## src/rtl/mult_acc_pkg.sv

```systemverilog
// ============================================================================
// Module : mult_acc_pkg
// Desc   : Shared FSM state encoding and default widths for mult_accumulator
// Rev    : 1.0
// ============================================================================
`default_nettype none

package mult_acc_pkg;

  localparam int c_WIDTH_DEF = 4;
  localparam int c_CNT_W_DEF = 4;

  typedef enum logic [1:0] {
    IDLE = 2'd0,
    ACC  = 2'd1,
    OUT  = 2'd2
  } state_t;

endpackage

`default_nettype wire

```

## src/rtl/mult_acc_ctrl.sv

```systemverilog
// ============================================================================
// Module : mult_acc_ctrl
// Desc   : Frame FSM and term counter; handshake flags are registered decodes
// Rev    : 1.0
// ============================================================================
`default_nettype none

module mult_acc_ctrl
  import mult_acc_pkg::*;
#(
  parameter int CNT_W = c_CNT_W_DEF
) (
  input  logic             clk,
  input  logic             rst,
  input  logic             i_start,
  input  logic [CNT_W-1:0] i_len,
  input  logic             i_in_valid,
  input  logic             i_out_ready,
  output logic             o_in_ready,
  output logic             o_out_valid,
  output logic             o_busy,
  output logic             o_clear,
  output logic             o_accept
);

  state_t           r_state;
  logic [CNT_W-1:0] r_cnt;
  logic [CNT_W-1:0] r_len;
  logic             r_in_ready;
  logic             r_out_valid;
  logic             r_busy;

  logic             w_start_acc;
  logic             w_accept;
  logic [CNT_W-1:0] w_cnt_nxt;
  logic             w_last;

  assign w_start_acc = i_start && (r_state == IDLE);
  assign w_accept    = i_in_valid && r_in_ready;
  assign w_cnt_nxt   = r_cnt + 1'b1;
  assign w_last      = w_accept && (w_cnt_nxt == r_len);

  always_ff @(posedge clk or posedge rst) begin
    if (rst) begin
      r_state     <= IDLE;
      r_cnt       <= '0;
      r_len       <= '0;
      r_in_ready  <= 1'b0;
      r_out_valid <= 1'b0;
      r_busy      <= 1'b0;
    end else begin
      case (r_state)
        IDLE: begin
          if (i_start) begin
            r_len  <= i_len;
            r_cnt  <= '0;
            r_busy <= 1'b1;
            // An empty frame skips straight to presenting a zero result.
            if (i_len == '0) begin
              r_state     <= OUT;
              r_out_valid <= 1'b1;
            end else begin
              r_state    <= ACC;
              r_in_ready <= 1'b1;
            end
          end
        end
        ACC: begin
          if (w_accept) begin
            r_cnt <= w_cnt_nxt;
            if (w_last) begin
              r_state     <= OUT;
              r_in_ready  <= 1'b0;
              r_out_valid <= 1'b1;
            end
          end
        end
        OUT: begin
          if (i_out_ready) begin
            r_state     <= IDLE;
            r_out_valid <= 1'b0;
            r_busy      <= 1'b0;
          end
        end
        default: begin
          r_state     <= IDLE;
          r_in_ready  <= 1'b0;
          r_out_valid <= 1'b0;
          r_busy      <= 1'b0;
        end
      endcase
    end
  end

  assign o_in_ready  = r_in_ready;
  assign o_out_valid = r_out_valid;
  assign o_busy      = r_busy;
  assign o_clear     = w_start_acc;
  assign o_accept    = w_accept;

endmodule

`default_nettype wire

```

## src/rtl/mult_accumulator.sv

```systemverilog
// ============================================================================
// Module : mult_accumulator
// Desc   : Sums a framed stream of products with a sticky carry-out flag
// Rev    : 1.0
// ============================================================================
`default_nettype none

module mult_accumulator
  import mult_acc_pkg::*;
#(
  parameter int WIDTH     = c_WIDTH_DEF,
  parameter int CNT_W     = c_CNT_W_DEF,
  parameter int ACC_WIDTH = 2*WIDTH + CNT_W
) (
  input  logic                 clk,
  input  logic                 rst,
  input  logic                 start,
  input  logic [CNT_W-1:0]     len,
  input  logic                 in_valid,
  output logic                 in_ready,
  input  logic [2*WIDTH-1:0]   in_prod,
  output logic                 out_valid,
  input  logic                 out_ready,
  output logic [ACC_WIDTH-1:0] out_sum,
  output logic                 out_ovf,
  output logic                 busy
);

  // One bit wider than the larger addend so any carry past ACC_WIDTH is seen.
  localparam int SUM_W = ((ACC_WIDTH > 2*WIDTH) ? ACC_WIDTH : 2*WIDTH) + 1;

  logic [ACC_WIDTH-1:0] r_acc;
  logic                 r_ovf;

  logic                 w_clear;
  logic                 w_accept;
  logic [SUM_W-1:0]     w_sum;
  logic                 w_carry;

  mult_acc_ctrl #(
    .CNT_W (CNT_W)
  ) u_ctrl (
    .clk         (clk),
    .rst         (rst),
    .i_start     (start),
    .i_len       (len),
    .i_in_valid  (in_valid),
    .i_out_ready (out_ready),
    .o_in_ready  (in_ready),
    .o_out_valid (out_valid),
    .o_busy      (busy),
    .o_clear     (w_clear),
    .o_accept    (w_accept)
  );

  assign w_sum   = SUM_W'(r_acc) + SUM_W'(in_prod);
  assign w_carry = |w_sum[SUM_W-1:ACC_WIDTH];

  always_ff @(posedge clk or posedge rst) begin
    if (rst) begin
      r_acc <= '0;
      r_ovf <= 1'b0;
    end else if (w_clear) begin
      r_acc <= '0;
      r_ovf <= 1'b0;
    end else if (w_accept) begin
      r_acc <= w_sum[ACC_WIDTH-1:0];
      if (w_carry) begin
        r_ovf <= 1'b1;
      end
    end
  end

  assign out_sum = r_acc;
  assign out_ovf = r_ovf;

endmodule

`default_nettype wire

```

## config.mk

```make
export PLATFORM = sky130hd
export DESIGN_NAME = mult_accumulator
export DESIGN_NICKNAME = d
export VERILOG_FILES = /design/src/rtl/mult_acc_pkg.sv /design/src/rtl/mult_acc_ctrl.sv /design/src/rtl/mult_accumulator.sv
export SDC_FILE = /design/constraint.sdc
export NUM_CORES = 1
export LEC_CHECK = 0
export ABC_AREA = 1
export CAP_MARGIN = 20
export CORE_MARGIN = 2
export CORE_UTILIZATION = 31
export CTS_BUF_LIST = sky130_fd_sc_hd__clkbuf_8
export DETAILED_ROUTE_END_ITERATION = 7
export GPL_TIMING_DRIVEN = 0
export PLACE_DENSITY = 0.5
export SLEW_MARGIN = 20
export SYNTH_ARGS = -nofsm -noshare
export SYNTH_HDL_FRONTEND = slang
export SYNTH_HIERARCHICAL = 1
export SYNTH_SLANG_ARGS = --single-unit
```

## constraint.sdc

```tcl
create_clock -name clk -period 3.8 [get_ports clk]
set_input_delay 0.95 -clock clk [delete_from_list [all_inputs] [get_ports clk]]
set_output_delay 0.95 -clock clk [all_outputs]
set_load 0.02 [all_outputs]
```

* Yosys cells after proc, flatten, opt, wreduce, memory -nomap -nowiden
Index checks and enable logic that the tools add are counted.
** Storage, ports and cells
- Bits in registers :: 26
- Bits in latches :: 0
- Bits in writable memories :: 0
- ROM bits :: 0
- Bits of input ports :: 17
- Output and inout port bits :: 16
- Word-level logic and storage cells :: 63
- Memories :: 0
** Operators by class
- Add/subtract/negate cells :: 2
- Multiply operators :: 0
- Div/mod/pow operators :: 0
- Order comparisons :: 0
- Eq/ne operators :: 9
- Shifts and indexed selects :: 0
- Mux-type cells :: 27
- Bitwise gates (word level) :: 2
- Reductions and logical operators :: 15
** Operators with widths (number)
- $mux 12 :: 2
- $add 12x8->13 :: 1
- $mux 1 :: 13
- $mux 2 :: 5
- $reduce_and 5->1 :: 2
- $pmux 1 s3 :: 3
- $mux 4 :: 2
- $ne 2x2->1 const B :: 4
- $pmux 4 s2 :: 1
- $pmux 2 s3 :: 1
- $reduce_and 3->1 :: 2
- $reduce_bool 2->1 :: 3
- $add 4x1->4 const B :: 1
- $eq 4x4->1 :: 1
- $logic_not 4->1 :: 1
- $ne 2x1->1 const B :: 2
- $reduce_and 2->1 :: 2
- $reduce_and 4->1 :: 1
- $logic_and 1x1->1 :: 3
- $eq 2x1->1 const B :: 1
- $eq 2x2->1 const B :: 1
- $logic_not 2->1 :: 1
- $not 1->1 :: 2

* Longest topological paths before layout
- Word-level depth :: 6
- Mapped depth :: 12
- Gate-level depth less buffers :: 12

* Cells and area by module
Netlist, hierarchy kept.
** Modules (own cells, without submodules)
- mult_accumulator :: instances 1, cells an instance 140, area an instance 991.0 um2, sequential area each 325.3 um2
- mult_acc_ctrl :: instances 1, cells an instance 91, area an instance 691.9 um2, sequential area each 325.3 um2

* Worst setup path after synthesis
OpenSTA, ideal clock, no wires.
- Path type :: input to register
- Start point :: in in_prod[0]
- End point :: reg r_acc[2] (netlist: out_sum[2])
- Setup time :: 122 ps
- Data arrival time :: 2075 ps
- Data required time :: 3678 ps
- Slack :: 1604 ps
- Stages :: 4
- Buffers on the path :: 0
- Cells stage by stage :: ha_1 > fa_1 > or2_2 > a32o_1
** On the way
- Word-level cells in the longest chain between the ends :: 3
** Ends and longest elaborated chain
- start: declaration :: RTL line mult_accumulator.sv:21 : input logic [2*WIDTH-1:0] in_prod,
- $add 12x8->13 :: RTL line mult_accumulator.sv:56 : assign w_sum = SUM_W'(r_acc) + SUM_W'(in_prod);
- $mux 12 :: RTL line mult_accumulator.sv:66 : end else if (w_accept) begin
- $mux 12 :: RTL line mult_accumulator.sv:63 : end else if (w_clear) begin
- end signal: assignment :: RTL line mult_accumulator.sv:67 : r_acc <= w_sum[ACC_WIDTH-1:0];
- end: declaration :: RTL line mult_accumulator.sv:32 : logic [ACC_WIDTH-1:0] r_acc;
Every way passes these cells. The select of a mux whose other input is x is not followed.
A chain may end at the register's enable or synchronous reset.

* Final worst setup path
Ends and elaborated chain as after synthesis.

==> results_dict.tcl <==
set metrics [dict create \
    critPathKind "in2reg" \
    power_leakage_nw 1.067 \
    drtAntennaViolNets 0 \
    crit_start "in_prod[0]" \
    worst_slew_pin_slew_ps 553.6 \
    reg2reg_from "u_ctrl/r_state[1]" \
    grt_overflow 0 \
    clk_latency_ps 270 \
    switching_share_pct 44.73 \
    grt_pass1_wl_um 6610 \
    drt_first_iter_violations 44 \
    seqPwrFrac_pct 31.7 \
    ys_seq_area_share_pct 38.66 \
    power.switching_mw 0.6789 \
    cts-resized-gates 0 \
    fin_setup_tns_ps 0 \
    rsz0062_at_grt "false" \
    final_max_slew_viol_count 0 \
    dieArea_um2 6034 \
    critPathRequiredTime_ps 3970 \
    fin_util_pct 41.49 \
    n_antenna_cell 0 \
    async_reset_ff_share_pct 100.0 \
    power_density_nw_per_um2 707.3 \
    drc 0 \
    syn_area_um2 1683 \
    fin_crit_ps 2394 \
    skew_ps 2.925 \
    cts_buffers 3 \
    initial_core_util_pct 32.54 \
    fin_crit_sh_pct 62.99 \
    clock_tree.root_cell "clkbuf_8" \
    io_buffers 32 \
    outcome "completed" \
    core_um2 5172 \
    die_h_um 77.68 \
    vias 1542 \
    path_max_fanout 3 \
    ys_ff_latch 26 \
    syn_avg_cell_area_um2 7.285 \
    clock.fmax_ghz 0.4178 \
    syn_nets 258 \
    cts_hold_buffers 0 \
    clk_path_buf_depth 2 \
    hold_viol_final 0 \
    ys_types 29 \
    nNetsFinal 295 \
    synth-edff-count 0 \
    yosysWarnings 6 \
    cts_tree "yes" \
    max-vdd-ir-drop_mv 0.3512 \
    ys.flop_type "dfrtp_1" \
    postCtsSetupBuffers 0 \
    rows 26 \
    slew_headroom_pct 63.05 \
    r2r_setup_slack_ps 1970 \
    wl_per_cell_um 11.15 \
    ios 33 \
    cts-htree-levels 1 \
    syn-instance-count 231 \
    comb_power_share_pct 56.2 \
    via_per_inst 4.576 \
    p_int_mw 0.8389 \
    max_cap_violations 0 \
    cts.sinks 26 \
    min_path_type "reg2reg" \
    hold_start "u_ctrl/o_out_valid" \
    drive_gt1_share_pct 6.742 \
    finalSetupViolCount 0 \
    die_w_um 77.68 \
    startpoint_type "primary input" \
    grt_max_degree 15 \
    grt_pass1_vias 1459 \
    worstPathArrival_ps 2560 \
    clk_pin_slew_ps 90 \
    cp-end-kind "flip-flop" \
    pwr-share-clk_pct 12.1 \
    synthToLayoutAreaGrowth_pct 27.51 \
    drt_wl_total_um 3759 \
    grt.total_usage_pct 13.67 \
    hpwl_um 2932 \
    antenna_found_initial 0 \
    place.gp.congestion 0.7420 \
    drt_pass1_iterations 4 \
]
stage by stage:
stage	cell area [µm²]	total power [mW]	setup WS (ps)	cells	hold WS, ps
final	2146	1.518	1406	337	486.6
after global routing	2146	1.680	1198	337	513.4
after CTS	2146	1.541	1378	337	493.3
after detailed placement	2091	1.347	1088	333	464.6
after global placement	2091	1.347	1085	333	468.2
after floorplan	1683	1.070	1604	231	466.1
path summary, 6_finish.rpt:
check	depth (start not counted)	endpoint
max	5	out_sum[2]
min	2	u_ctrl/o_out_valid
max reg2reg	7	out_sum[4]
min reg2reg	2	u_ctrl/o_out_valid
max in group asynchronous	2	out_sum[8]
min in group asynchronous	2	u_ctrl/r_state[1]
Yosys cell counts, types with 2 or more instances:
cell type,n,area (µm²)
a22o_1,2,17.52
o21ai_0,6,30.03
o22ai_1,2,12.51
buf_2,2,10.01
inv_2,2,7.510
nand4_1,5,31.28
inv_1,30,112.6
nor3_1,3,15.01
nand3_1,21,105.1
a21oi_1,8,40.04
nor2_1,23,86.33
nand2_2,7,43.79
xnor2_1,3,26.28
nand3b_1,3,22.52
nand2_1,67,251.5
dfrtp_1,26,650.6
ha_1,9,112.6
cells by family after synthesis:
kind of cell,share of synthesized area (%)
AO/OA/AOI/OAI,9.146
XOR/XNOR,1.562
adder cells (fa/ha/maj),7.881
buffers and inverters,7.955
flip-flops,38.66
AND/OR/NAND/NOR,34.80
state kept, by name, indices dropped and copies added (netlist names):
signal and count:
u_ctrl/r_cnt 4, out_ovf 1, u_ctrl/r_state 2, u_ctrl/o_busy 1
u_ctrl/o_in_ready 1, u_ctrl/o_out_valid 1, u_ctrl/r_len 4, out_sum 12
area by class of cell:
type / instances / area, µm²
buffer: 2 / 10.01
clock buffer: 4 / 55.05
fill: 543 / 3027
inverter: 33 / 123.9
multi-input combinational: 170 / 898.4
sequential: 26 / 650.6
tap: 70 / 87.58
timing repair buffer: 32 / 320.3
power by group through the flow:
| stage | Clock (mW) | Combinational (mW) | Sequential (mW) |
|---|---|---|---|
| finish | 0.184 | 0.853 | 0.481 |
| global route | 0.208 | 0.973 | 0.499 |
| CTS | 0.194 | 0.866 | 0.481 |
| detailed placement | 0 | 0.861 | 0.486 |
| global placement | 0 | 0.860 | 0.487 |
| floorplan | 0 | 0.525 | 0.545 |
cell usage in the layout, fill, tap and decap left out, types with 3 or more instances in the layout:
cell	count
clkbuf_8	4
nand3_1	21
nand3b_1	3
ha_1	9
xnor2_1	3
a21oi_1	8
dfrtp_1	26
nand2_2	7
nor2_1	23
clkdlybuf4s50_1	32
inv_1	30
o21ai_0	6
nand4_1	5
nor3_1	3
nand2_1	67
critical path, stage by stage:
cell	delay, ps
clkdlybuf4s50_1	410
ha_1	250
fa_1	400
or2_2	310
a32o_1	240
per-layer routing:
layer  up-vias  part of all wire [%]  track usage, %
met5         -                     0               0
met1       692                    48           18.25
met4         0                   1.2           5.179
met2        30                    48           22.50
li1        816                     -               -
met3         4                   2.7           1.744
No activity file was read; power rests on OpenSTA's default activity.
